===== src/rtl/phase_scheduler_if.sv =====
// phase_scheduler_if: offer/accept handshake and phase-complete pulse between scheduler (master) and light sequencer (slave)
interface phase_scheduler_if;
  logic       sel_valid;
  logic       sel_ready;
  logic [1:0] sel_road;
  logic [7:0] sel_green;
  logic       phase_done;
  modport master(output sel_valid, sel_road, sel_green, input sel_ready, phase_done);
  modport slave(input sel_valid, sel_road, sel_green, output sel_ready, phase_done);
endinterface


===== src/rtl/phase_scheduler.sv =====
// phase_scheduler: density-weighted round-robin road arbiter with aging and emergency hold; clk/rst, veh/dens/emg_mode/er in, bus (offer handshake), emg_active/emg_road/starved out
module phase_scheduler #(
  parameter int BASE_GREEN = 20,
  parameter int DENS_STEP  = 10,
  parameter int MAX_GREEN  = 100,
  parameter int AGE_LIMIT  = 8
) (
  input  logic                clk,
  input  logic                rst,
  input  logic [3:0]          veh,
  input  logic [7:0]          dens,
  input  logic                emg_mode,
  input  logic [1:0]          er,
  phase_scheduler_if.master   bus,
  output logic                emg_active,
  output logic [1:0]          emg_road,
  output logic [3:0]          starved
);
  typedef enum logic [1:0] {IDLE, OFFER, ACTIVE, EMG} state_t;
  state_t state, state_n;
  logic [1:0] last_grant, lg_n, pick, best, r, road_n;
  logic [3:0][3:0] age, age_n;
  logic [3:0] starved_n;
  logic found, any_st, valid_n, xfer;
  logic [15:0] gsum;
  logic [7:0] green, green_n;
  always_comb begin
    pick = '0;
    best = '0;
    r = '0;
    found = 1'b0;
    any_st = |(veh & starved);
    for (int k = 0; k < 4; k++) begin
      r = last_grant + 2'(k + 1);
      if (veh[r] && (!any_st || starved[r]) && (!found || (!any_st && 2'(dens >> {r, 1'b0}) > best))) begin
        pick = r;
        best = 2'(dens >> {r, 1'b0});
        found = 1'b1;
      end
    end
    gsum = 16'(BASE_GREEN) + 16'(best) * 16'(DENS_STEP);
    green = gsum > 16'(MAX_GREEN) ? 8'(MAX_GREEN) : gsum[7:0];
  end
  always_comb begin
    state_n = state;
    valid_n = bus.sel_valid;
    road_n = bus.sel_road;
    green_n = bus.sel_green;
    lg_n = last_grant;
    xfer = 1'b0;
    if (emg_mode) begin
      state_n = EMG;
      valid_n = 1'b0;
    end else
      case (state)
        IDLE: if (|veh) begin
          state_n = OFFER;
          valid_n = 1'b1;
          road_n = pick;
          green_n = green;
        end
        OFFER: if (bus.sel_ready) begin
          state_n = ACTIVE;
          valid_n = 1'b0;
          lg_n = bus.sel_road;
          xfer = 1'b1;
        end
        ACTIVE: if (bus.phase_done) state_n = IDLE;
        default: state_n = IDLE;
      endcase
    for (int i = 0; i < 4; i++) begin
      age_n[i] = emg_mode ? age[i] :
                 (!veh[i] || (xfer && bus.sel_road == 2'(i))) ? 4'd0 :
                 xfer ? age[i] + 4'(age[i] != 4'hf) : age[i];
      starved_n[i] = age_n[i] >= 4'(AGE_LIMIT);
    end
  end
  always_ff @(posedge clk) begin
    if (rst) begin
      state <= IDLE;
      bus.sel_valid <= 1'b0;
      bus.sel_road <= '0;
      bus.sel_green <= '0;
      last_grant <= 2'd3;
      age <= '0;
      starved <= '0;
      emg_active <= 1'b0;
      emg_road <= '0;
    end else begin
      state <= state_n;
      bus.sel_valid <= valid_n;
      bus.sel_road <= road_n;
      bus.sel_green <= green_n;
      last_grant <= lg_n;
      age <= age_n;
      starved <= starved_n;
      emg_active <= emg_mode;
      emg_road <= emg_mode ? er : emg_road;
    end
  end
endmodule


===== src/flat_wrapper.sv =====
// flat-port wrapper written by rule: the top's interface ports become plain ports
module phase_scheduler_flat 
#(
  parameter int BASE_GREEN = 20,
  parameter int DENS_STEP  = 10,
  parameter int MAX_GREEN  = 100,
  parameter int AGE_LIMIT  = 8
)
  (clk, rst, veh, dens, emg_mode, er, emg_active, emg_road, starved, bus_sel_valid, bus_sel_road, bus_sel_green, bus_sel_ready, bus_phase_done);
  phase_scheduler_if bus_i ();
  input  logic clk;
  input  logic rst;
  input  logic [3:0] veh;
  input  logic [7:0] dens;
  input  logic emg_mode;
  input  logic [1:0] er;
  output logic emg_active;
  output logic [1:0] emg_road;
  output logic [3:0] starved;
  output wire logic [$bits(bus_i.sel_valid)-1:0] bus_sel_valid;
  output wire logic [$bits(bus_i.sel_road)-1:0] bus_sel_road;
  output wire logic [$bits(bus_i.sel_green)-1:0] bus_sel_green;
  input wire logic [$bits(bus_i.sel_ready)-1:0] bus_sel_ready;
  input wire logic [$bits(bus_i.phase_done)-1:0] bus_phase_done;
  assign bus_sel_valid = bus_i.sel_valid;
  assign bus_sel_road = bus_i.sel_road;
  assign bus_sel_green = bus_i.sel_green;
  assign bus_i.sel_ready = bus_sel_ready;
  assign bus_i.phase_done = bus_phase_done;
  phase_scheduler #(.BASE_GREEN(BASE_GREEN), .DENS_STEP(DENS_STEP), .MAX_GREEN(MAX_GREEN), .AGE_LIMIT(AGE_LIMIT)) u_core (.clk(clk), .rst(rst), .veh(veh), .dens(dens), .emg_mode(emg_mode), .er(er), .bus(bus_i), .emg_active(emg_active), .emg_road(emg_road), .starved(starved));
endmodule

===== config.mk =====
export PLATFORM = sky130hd
export DESIGN_NAME = phase_scheduler_flat
export DESIGN_NICKNAME = d
export VERILOG_FILES = /design/src/rtl/phase_scheduler_if.sv /design/src/rtl/phase_scheduler.sv /design/src/flat_wrapper.sv
export SDC_FILE = /design/constraint.sdc
export NUM_CORES = 1
export LEC_CHECK = 0
export CAP_MARGIN = 20
export CORE_MARGIN = 3
export CORE_UTILIZATION = 45
export DETAILED_ROUTE_END_ITERATION = 7
export PLACE_DENSITY_LB_ADDON = 0.25
export SYNTH_ARGS = -nofsm -noshare
export SYNTH_HDL_FRONTEND = slang
export SYNTH_SLANG_ARGS = --single-unit

===== constraint.sdc =====
create_clock -name clk -period 20.3 [get_ports clk]
set_input_delay 4.06 -clock clk [delete_from_list [all_inputs] [get_ports clk]]
set_output_delay 4.06 -clock clk [all_outputs]
set_load 0.01 [all_outputs]

After elaboration in Yosys (flattened, before gate mapping)
Index checks and enable logic that the tools add are counted.
{"block": "totals", "reg_bits": 38, "out_inout_bits": 18, "word_cells": 147}
{"block": "classes", "n_addsub": 8, "n_mul": 1, "magnitude_cmp": 12, "eq_ne": 14, "shifts": 4, "mux": 51, "bitwise": 2, "n_reduce_logical": 43}
{"operator": "2-to-1 mux 4 bit", "n": 12}
{"operator": ">> shifter 8 x 3 -> 2 bit", "n": 4}
{"operator": "2-to-1 mux 2 bit", "n": 12}
{"operator": "adder 4 x 1 -> 4 bit", "n": 4}
{"operator": "binary-select mux 1 bit (select 2 bit)", "n": 8}
{"operator": "greater-or-equal comparator 4 bit, second input constant", "n": 4}
{"operator": "> comparator 16 x 7 -> 1 bit, second input constant", "n": 1}
{"operator": "2-to-1 mux 1 bit", "n": 16}
{"operator": "inequality test 4 bit, second input constant", "n": 4}
{"operator": "logical AND 1 bit", "n": 14}
{"operator": "less-than comparator 2 x 3 -> 1 bit, second input constant", "n": 4}
{"operator": "AND reduction 3 bit", "n": 4}
{"operator": "logical OR 1 bit", "n": 11}
{"operator": "zero test 1 bit", "n": 8}
{"operator": "2-to-1 mux 8 bit", "n": 1}
{"operator": "OR reduction 4 bit", "n": 2}
{"operator": "adder 5 x 6 -> 7 bit, first input constant", "n": 1}
{"operator": "equality test 2 bit, second input constant", "n": 3}
{"operator": "> comparator 2 bit", "n": 3}
{"operator": "inequality test 3 bit, second input constant", "n": 2}
{"operator": "case mux 2 bit (3 select lines)", "n": 1}
{"operator": "multiplier 2 x 3 -> 5 bit, second input constant", "n": 1}
{"operator": "adder 2 bit, second input constant", "n": 2}
{"operator": "AND 4 bit", "n": 1}
{"operator": "10 further kinds", "n": 12}

Depth between registers and ports, before layout
Gate-level depths: netlist of the first run.
{"block": "depth", "word_depth": 25, "mapped_depth": 30, "mapped_depth_nobuf": 28}

Worst setup path after synthesis of the first run
Ideal clock, no wire load.
{"block": "synth_path", "path_type": "input-to-reg", "start": "input port veh[0]", "end": "register u_core.bus.sel_green[3]", "setup_time_ns": 0.086, "arrival_ns": 9.298, "t_required_ns": 20.214, "setup_slack_ns": 10.917, "path_stages": 29, "n_path_buf": 1, "cell_sequence": "buf_4 a22oi_2 a21oi_2 or2_2 nor2_1 inv_1 ha_1 inv_1 o311ai_1 or3_4 a21o_1 a22oi_2 inv_1 ha_1 nand2_1 o2111ai_1 a21oi_1 a31oi_4 and2_1 o21bai_2 ha_1 nor2b_1 o211ai_1 o21ai_1 a32oi_4 nor2_1 a21oi_2 ha_1 a211oi_1"}
{"block": "synth_via", "elab_chain_cells": 25}
{"element": "start, declared", "line": "flat_wrapper.sv:13", "text": "input logic [3:0] veh;"}
{"element": "AND 4 bit", "line": "phase_scheduler.sv:32", "text": "any_st = |(veh & starved);"}
{"element": "OR reduction 4 bit", "line": "phase_scheduler.sv:32"}
{"element": "zero test 1 bit", "line": "phase_scheduler.sv:35", "text": "if (veh[r] && (!any_st || starved[r]) && (!found || (!any_st && 2'(dens >> {r, 1'b0}) > best))) begin"}
{"element": "logical OR 1 bit", "line": "phase_scheduler.sv:35"}
{"element": "logical AND 1 bit", "line": "phase_scheduler.sv:35"}
{"element": "2-to-1 mux 2 bit", "line": "phase_scheduler.sv:35"}
{"element": "> comparator 2 bit", "line": "phase_scheduler.sv:35"}
{"element": "logical AND 1 bit", "line": "phase_scheduler.sv:35"}
{"element": "(+9 left out)"}
{"element": "logical AND 1 bit", "line": "phase_scheduler.sv:35"}
{"element": "logical OR 1 bit", "line": "phase_scheduler.sv:35"}
{"element": "logical AND 1 bit", "line": "phase_scheduler.sv:35"}
{"element": "2-to-1 mux 2 bit", "line": "phase_scheduler.sv:35"}
{"element": "multiplier 2 x 3 -> 5 bit", "line": "phase_scheduler.sv:41", "text": "gsum = 16'(BASE_GREEN) + 16'(best) * 16'(DENS_STEP);"}
{"element": "adder 5 x 6 -> 7 bit", "line": "phase_scheduler.sv:41"}
{"element": "> comparator 16 x 7 -> 1 bit", "line": "phase_scheduler.sv:42", "text": "green = gsum > 16'(MAX_GREEN) ? 8'(MAX_GREEN) : gsum[7:0];"}
{"element": "2-to-1 mux 8 bit", "line": "phase_scheduler.sv:42"}
{"element": "end signal, assigned", "line": "phase_scheduler.sv:93", "text": "bus.sel_green <= green_n;"}
{"element": "end, declared", "line": "phase_scheduler_if.sv:8", "text": "modport master(output sel_valid, sel_road, sel_green, input sel_ready, phase_done);"}
Parallel ways exist; a longest one is shown, timed or not. The select of a mux whose other input is x is not followed.
A chain may end at the register's enable or synchronous reset.

Final worst setup path of the first run
{"block": "layout_path", "start": "input port veh[3]", "end": "register u_core.bus.sel_green[3]"}
Same word-level chain as after synthesis.

==> results.toml, run 1 <==
[synthesis]
netlist_area_mm2 = 0.002441
yosysTopAreaCellShare_pct = 25.42
yosysSeqAreaShare_pct = 25.42
yosysUniqueCellTypes = 57
ys_seq_elements = 31
synth_top_area_cell = "dfxtp_1"
yosys_warnings = 0
avgSynthCellArea_um2 = 8.687
ys.flop_type = "dfxtp_1"
async_flop_share_pct = 0
synth_edf_count = 0
syn_inst = 281
synth.area.top_cells = "dfxtp_1, ha_1, nand2_1, mux2i_1, nor2_1"

[floorplanning]
die_h_um = 79.65
dieArea_mm2 = 0.006344
coreArea_mm2 = 0.005172
fp-row-count = 26
ios = 37
die_w_um = 79.65
initial_utilization_pct = 47.19

[cells_and_area]
multi_input_comb_area_mm2 = 0.001623
ff_latch_area_um2 = 620.6
n_antenna_cell = 0
fin_util_pct = 53.43
syn_to_final_growth_pct = 13.22
drive_gt1_share_pct = 11.82
fillers = 501
nets = 330

[clock_tree]
cts_resized = 0
clock-sinks = 31
root_buffer = "clkbuf_8"
clk_pin_slew_ps = 60
post_cts_buffers = 0
cts_inserted_buffers = 5
cts_hold_buffers = 0
clock_latency_ps = 280
clockBufferDepth = 2
h-tree-depth = 2
cts_tree = "built"

[worst_setup_path]
cp.required_ps = 20480
startpoint = "veh[3]"
crit_buf_inv = 4
cp_slowest_cell = "clkdlybuf4s50_1"
crit_path_end = "u_core.bus.sel_green[3]$_SDFFE_PP0P_"
rrSetupSlack_ps = 13570
reg2reg_depth = 28
crit_path_end_kind = "flop"
crit_type = "input pin to flop"
reg2reg_from = "u_core.last_grant[1]$_SDFFE_PP1P_"
reg2reg_to = "u_core.bus.sel_green[3]$_SDFFE_PP0P_"
critPathMaxFanout = 12
crit_path_start_kind = "input pin"
max_stage_delay_ps = 740
path_depth = 29
crit_family = "compound AO/OA/AOI/OAI gates"
cp.arrival_ps = 10530
cp_common_cell = "ha_1"

[timing]
timing_hold_violations_final = 0
min_period_ps = 10350
setup_violations = 0
final_max_slew_viol_count = 0
worstMarginPinSlew_ps = 951.7
min_period_over_period_pct = 50.99
maxSlewHeadroom_pct = 36.03
tns_ps = 0
rsz0062_at_grt = "no"
fin_skew_ps = 5.696
fmax_mhz = 96.62

[place]
gp_congestion = 0.8985
numPortBuffers = 33
dp.final_hpwl_um = 3982

[global_route]
antenna_found_initial = 0
grt_usage_pct = 18.35
grt_pass1_wl_um = 9266
grt_max_degree = 22
grt_pass1_vias = 1999
grt-ovfl-total = 0

[power]
p_leak_nw = 1.086
vdd_drop_max_uv = 32.00
powerDensity_mw_per_mm2 = 60.97

[min_path]
hold_class = "flop to flop"
whs_path_depth = 2

[detailed_routing]
wl_per_cell_um = 14.83
drc_errors = 0
vias_per_cell = 5.803
vias = 2124
drt-initial-drc-count = 156
drt_wl_total_um = 5429
drt_first_pass_iters = 6
ant_nets = 0

[run_status]
status = "completed"

[run]
drv_cap = 0
-- cell usage in the layout, fill, tap and decap left out, types with 5 or more instances in the layout --
cell              n
a21oi_1          13
a22o_1            6
and2_1            6
clkbuf_8          5
clkdlybuf4s50_1  33
dfxtp_1          31
ha_1             14
inv_1             7
mux2_2            6
mux2i_1          10
nand2_1          28
nand4_1           9
nor2_1           25
nor2b_1           5
nor3_1            7
o21ai_0          10
xor2_1            7
-- final cells by class --
cell class	instances	area share (%)
multi-input combinational	218	58.71
sequential	31	22.45
timing repair buffer	33	11.95
tap	70	3.169
clock buffer	6	2.626
inverter	8	1.086
-- power by group --
group	switching, W	internal (W)	total, W
logic	0.0000309	0.0000261	0.0000570
registers	0.00000356	0.0000636	0.0000672
clock network	0.0000215	0.0000228	0.0000443
-- cells by family after synthesis --
group,count (synthesis),synth area share [%]
AND/OR/NAND/NOR,95,18.71
XOR/XNOR,9,3.229
flip-flops,31,25.42
adder cells (fa/ha/maj),14,7.176
buffers and inverters,34,8.662
other,1,0.1536
multiplexers,22,11.69
AO/OA/AOI/OAI,75,24.96
-- cell usage after synthesis (all sizes together) (2+ instances only) --
cell type   n
a211oi      4
a21o        3
a21oi      15
a222oi      4
a22o        6
a22oi       4
a31oi       6
and2        6
and3        2
buf        18
clkbuf      8
dfxtp      31
ha         14
inv         8
mux2        6
mux2i      12
mux4        4
nand2      28
nand2b      2
nand3       4
nand4       9
nor2       25
nor2b       5
nor3        7
nor4        2
o211a       2
o211ai      4
o21ai      15
o31a        2
or3         2
xnor2       2
xor2        7
-- how the worst min path moves through the flow --
stage	startpoint	end	slack, ps
2_1_floorplan	flop	flop	450
3_3_place_gp	flop	flop	470
3_5_place_dp	flop	flop	480
4_1_cts	flop	flop	490
5_1_grt	flop	flop	520
6_report	flop	flop	490
-- per-stage QoR --
stage / instance area, um^2 / hold slack (ps) / total power, W / worst slack (ps) / instances
floorplan: 2449 / 453.4 / 0.0001096 / 10920 / 283
global placement: 2691 / 474.6 / 0.0001236 / 9932 / 360
detailed placement: 2691 / 480.2 / 0.0001246 / 9765 / 360
CTS: 2764 / 488.5 / 0.0001692 / 9963 / 366
global route: 2764 / 517.2 / 0.0001784 / 9509 / 366
finish: 2764 / 485.9 / 0.0001685 / 9950 / 366
-- worst min-delay path: cells and delay by family, from the launching register on --
| family | cells | cell delay, ps |
|---|---|---|
| flops | 1 | 320 |
| compound gates | 1 | 60 |
| simple gates | 1 | 50 |
-- metal layers --
metal | GRT usage [%] | vias up | routed length, um
met5 | 0 | - | 0
li1 | - | 1063 | -
met1 | 23.87 | 974 | 2600
met4 | 7.388 | 0 | 116
met2 | 28.88 | 76 | 2361
met3 | 4.628 | 11 | 351
(Power assumes the default switching activity.)
==> inputs of run 2 (changes only) <==
==> constraint.sdc (replaced) <==
create_clock -name clk -period 9.5 [get_ports clk]
set_input_delay 1.9 -clock clk [delete_from_list [all_inputs] [get_ports clk]]
set_output_delay 1.9 -clock clk [all_outputs]
set_load 0.01 [all_outputs]
==> run 2 against run 1 <==
Worst setup slack lost 8600 ps. Non-clock buffer count is the same. Design area is the same. Global-route usage is essentially flat. Core utilization is the same.
==> results.toml, run 2 (synthesis gave the netlist of run 1 again) <==
[detailed_routing]
vias = 2124
drt_wl_total_um = 5437
drc_errors = 0
ant_nets = 0
drt_first_pass_iters = 6
wl_per_cell_um = 14.86
vias_per_cell = 5.803
drt-initial-drc-count = 146

[timing]
fin_skew_ps = 4.129
setup_violations = 0
tns_ps = 0
final_max_slew_viol_count = 0
holdWs_ps = 484.4
fmax_mhz = 122.4
timing_hold_violations_final = 0
maxSlewHeadroom_pct = 33.43
min_period_over_period_pct = 86.02
min_period_ps = 8172
rsz0062_at_grt = "no"
worstMarginPinSlew_ps = 990.4

[power]
p_switching_w = 0.0001199
internal_power_w = 0.0002404
vdd_drop_max_uv = 76.94
p_sw_share_pct = 33.28
powerDensity_mw_per_mm2 = 130.4
p_comb_share_pct = 33.7
p_leak_nw = 1.086
clock_power_share_pct = 26.5
p_seq_share_pct = 39.8

[min_path]
whs_path_depth = 2
hold_class = "flop to flop"

[global_route]
grt_usage_pct = 18.35
antenna_found_initial = 0
grt_pass1_wl_um = 9439
grt_max_degree = 22
grt-ovfl-total = 0
grt_pass1_vias = 2006

[clock_tree]
clk_pin_slew_ps = 60
clock-sinks = 31
cts_inserted_buffers = 5
h-tree-depth = 2
clockBufferDepth = 2
root_buffer = "clkbuf_8"
post_cts_buffers = 0
cts_hold_buffers = 0
cts_tree = "built"
clock_latency_ps = 280
cts_resized = 0

[place]
placed_area_mm2 = 0.002691
dp.final_hpwl_um = 4021
numPortBuffers = 33
gp_congestion = 0.8985

[run]
drv_cap = 0

[floorplanning]
initial_utilization_pct = 47.19
coreArea_mm2 = 0.005172
die_w_um = 79.65
ios = 37
fp-row-count = 26
die_h_um = 79.65
dieArea_mm2 = 0.006344

[cells_and_area]
n_antenna_cell = 0
syn_to_final_growth_pct = 13.22
nets = 330
final_common_cell = "clkdlybuf4s50_1"
final_cell_mix = "clkdlybuf4s50_1, dfxtp_1, nand2_1"
drive_gt1_share_pct = 11.82
fin_area_mm2 = 0.002764

[worst_setup_path]
critPathMaxFanout = 12
crit_path_end_kind = "flop"
crit_type = "input pin to flop"
cp.arrival_ps = 8350
cp.required_ps = 9680
reg2reg_depth = 27
reg2reg_to = "u_core.bus.sel_green[3]$_SDFFE_PP0P_"
rrSetupSlack_ps = 2800
crit_path_start_kind = "input pin"
reg2reg_from = "u_core.last_grant[1]$_SDFFE_PP1P_"

[run_status]
status = "completed"
run 2: cell counts in the layout (fill, tap and decap cells not counted):
Identical to the previous run, type by type.
run 2: how the worst max path moves through the flow:
stage / start / cells after the start / endpoint
global placement: veh[3] / 29 / u_core.bus.sel_green[3]$_SDFFE_PP0P_
global route: veh[3] / 28 / u_core.bus.sel_green[3]$_SDFFE_PP0P_
CTS: veh[3] / 28 / u_core.bus.sel_green[3]$_SDFFE_PP0P_
detailed placement: veh[3] / 28 / u_core.bus.sel_green[3]$_SDFFE_PP0P_
finish: veh[3] / 28 / u_core.bus.sel_green[3]$_SDFFE_PP0P_
floorplan: veh[0] / 29 / u_core.bus.sel_green[3]$_SDFFE_PP0P_
run 2: power by group through the flow:
stage	logic, W	clock network (W)	registers, W
2_1_floorplan	0.0000894	0	0.000145
3_3_place_gp	0.000118	0	0.000146
3_5_place_dp	0.000120	0	0.000146
4_1_cts	0.000121	0.0000963	0.000143
5_1_grt	0.000136	0.000103	0.000145
6_report	0.000121	0.0000956	0.000143
run 2: area by class of cell:
class	instances	area [um^2]
clock buffer	6	72.57
fill	496	2409
inverter	8	30.03
multi-input combinational	218	1623
sequential	31	620.6
tap	70	87.58
timing repair buffer	33	330.3
run 2: layer usage:
layer / GRT usage [%] / part of all wire (%) / vias up
met5: 0 / 0 / -
met4: 4.467 / 0.86 / 0
met3: 4.402 / 5.9 / 6
met2: 29.05 / 45 / 63
met1: 25.03 / 48 / 988
li1: - / - / 1067
run 2: critical path: stages:
cell,delay (ps)
clkdlybuf4s50_1,740
mux2i_1,170
mux2_2,330
or2_2,330
nor2_1,180
inv_1,70
ha_1,310
inv_1,80
o311ai_1,100
or3_4,440
a31oi_4,240
a22oi_2,120
ha_1,300
nor2b_1,170
o2111ai_1,140
a21oi_1,320
a31oi_4,110
and2_1,200
o21bai_2,190
ha_1,290
nor2b_1,130
o211ai_1,230
o21ai_1,190
a32oi_4,350
nor2_1,100
a21oi_2,160
ha_1,250
a211oi_1,190
run 2: stage by stage:
stage,power (W),setup slack [ps],cells,utilization (%)
floorplan,0.0002342,2277,283,-
CTS,0.0003610,1355,366,53.43
detailed placement,0.0002666,1118,360,52.03
global route,0.0003830,866.9,366,53.43
finish,0.0003603,1328,366,53.43
global placement,0.0002642,1292,360,52.03
==> inputs of run 3 (changes only) <==
--- a/config.mk
+++ b/config.mk
@@ -10,6 +10,8 @@
 export CORE_UTILIZATION = 45
 export DETAILED_ROUTE_END_ITERATION = 7
 export PLACE_DENSITY_LB_ADDON = 0.25
+export RECOVER_POWER = 50
+export SKIP_LAST_GASP = 1
 export SYNTH_ARGS = -nofsm -noshare
 export SYNTH_HDL_FRONTEND = slang
 export SYNTH_SLANG_ARGS = --single-unit
==> run 3 against run 2 <==
Sequential power about the same. First-iteration DRC count down 4.8%. Flip-flop and latch count unchanged. Register-to-register slack about the same. Hold slack worse by 0.99 ps. Worst setup slack better by 5.2 ps. Non-clock buffer count unchanged. Largest power group unchanged. Critical path type unchanged.
==> results.toml, run 3 (synthesis gave the netlist of run 1 again) <==
[run_status]
status = "completed"

[global_route]
grt_max_degree = 22
antenna_found_initial = 0
grtUsageMet3_pct = 4.402
grt_busiest_layer = "met2"
use_met1_pct = 25.03
grt_usage_pct = 18.35
grt_pass1_vias = 2006
grt-ovfl-total = 0
met2_usage_pct = 29.05
grt_pass1_wl_um = 9439

[detailed_routing]
drt-initial-drc-count = 139
vias_per_cell = 5.811
wl_per_cell_um = 14.82
drc_errors = 0
vias = 2127
drt_wl_total_um = 5424
ant_nets = 0
drt_first_pass_iters = 6

[timing]
final_max_slew_viol_count = 0
fin_ws_ps = 1334
min_period_ps = 8166
fin_skew_ps = 5.014
maxSlewHeadroom_pct = 33.21
holdWs_ps = 483.4
setup_violations = 0
fmax_mhz = 122.5
tns_ps = 0
timing_hold_violations_final = 0
worstMarginPinSlew_ps = 993.6
rsz0062_at_grt = "no"
min_period_over_period_pct = 85.96

[worst_setup_path]
cp.arrival_ps = 8350
max_stage_delay_ps = 740
startpoint = "veh[3]"
cp_common_cell = "ha_1"
crit_path_end_kind = "flop"
cp_slowest_cell = "clkdlybuf4s50_1"
reg2reg_from = "u_core.last_grant[1]$_SDFFE_PP1P_"
cp.required_ps = 9690
crit_type = "input pin to flop"
reg2reg_depth = 27
crit_path_end = "u_core.bus.sel_green[3]$_SDFFE_PP0P_"
rrSetupSlack_ps = 2800
crit_path_start_kind = "input pin"
critPathMaxFanout = 12
reg2reg_to = "u_core.bus.sel_green[3]$_SDFFE_PP0P_"

[floorplanning]
ios = 37
coreArea_mm2 = 0.005172
fp-row-count = 26
initial_utilization_pct = 47.19
die_w_um = 79.65
die_h_um = 79.65
dieArea_mm2 = 0.006344

[clock_tree]
post_cts_buffers = 0
clockBufferDepth = 2
cts_hold_buffers = 0
h-tree-depth = 2
clk_pin_slew_ps = 60
clock_latency_ps = 280
cts_tree = "built"
cts_resized = 0
cts_inserted_buffers = 5
root_buffer = "clkbuf_8"
clock-sinks = 31

[cells_and_area]
fin_area_mm2 = 0.002764
final_common_cell = "dfxtp_1"
nets = 330
drive_gt1_share_pct = 11.82
n_antenna_cell = 0
syn_to_final_growth_pct = 13.22
fin_util_pct = 53.43
final_cell_mix = "dfxtp_1, nand2_1, nor2_1"

[power]
powerDensity_mw_per_mm2 = 129.6
vdd_drop_max_uv = 75.90
p_leak_nw = 1.130

[place]
post-place-ws_ps = 1118
placed_area_mm2 = 0.002691
numPortBuffers = 33
dp.final_hpwl_um = 4021
gp_congestion = 0.8985

[run]
drv_cap = 0

[min_path]
hold_class = "flop to flop"
run 3: cell types whose count changed in the layout (fill, tap and decap cells not counted):
cell,change
clkdlybuf4s50_1,-17
dlygate4sd3_1,+17
run 3: cell type report:
type                            count  area (um^2)
Tap cell                           70        87.58
Fill cell                         496         2409
Timing Repair Buffer               33        330.3
Multi-Input combinational cell    218         1623
Sequential cell                    31        620.6
Clock buffer                        6        72.57
Inverter                            8        30.03
run 3: worst min path at each step:
| stage | from | endpoint | slack, ps | cells after the start |
|---|---|---|---|---|
| CTS | flop | flop | 490 | 2 |
| detailed placement | flop | flop | 480 | 2 |
| floorplan | flop | flop | 450 | 2 |
| finish | u_core.bus.sel_green[2]$_SDFFE_PP0P_ | u_core.bus.sel_green[2]$_SDFFE_PP0P_ | 480 | 2 |
| global route | flop | flop | 520 | 2 |
| global placement | flop | flop | 470 | 2 |
run 3: critical path, delay by kind of cell:
kind | cells | cell delay (ps)
AOI/OAI and AO/OA | 12 | 2340
and+or+nand+nor | 7 | 1550
adders and majority gates | 4 | 1150
buffers and inverters | 3 | 890
muxes | 2 | 500
run 3: routing by layer:
layer / up-vias / wire length [um]
met4: 0 / 55
met1: 995 / 2645
met5: - / 0
li1: 1066 / -
met2: 58 / 2439
met3: 8 / 282
run 3: through the flow:
| step | std cells | total power (W) |
|---|---|---|
| finish | 366 | 0.0003581 |
| global route | 366 | 0.0003811 |
| CTS | 366 | 0.0003610 |
| detailed placement | 360 | 0.0002666 |
| global placement | 360 | 0.0002642 |
| floorplan | 283 | 0.0002342 |
run 3: power breakdown:
part	total (W)	leakage, nW	switching (W)	internal (W)
logic	0.000120	0.841	0.0000655	0.0000540
registers	0.000143	0.253	0.00000729	0.000136
clock network	0.0000954	0.0371	0.0000467	0.0000488
total	0.000358	1.13	0.000119	0.000239
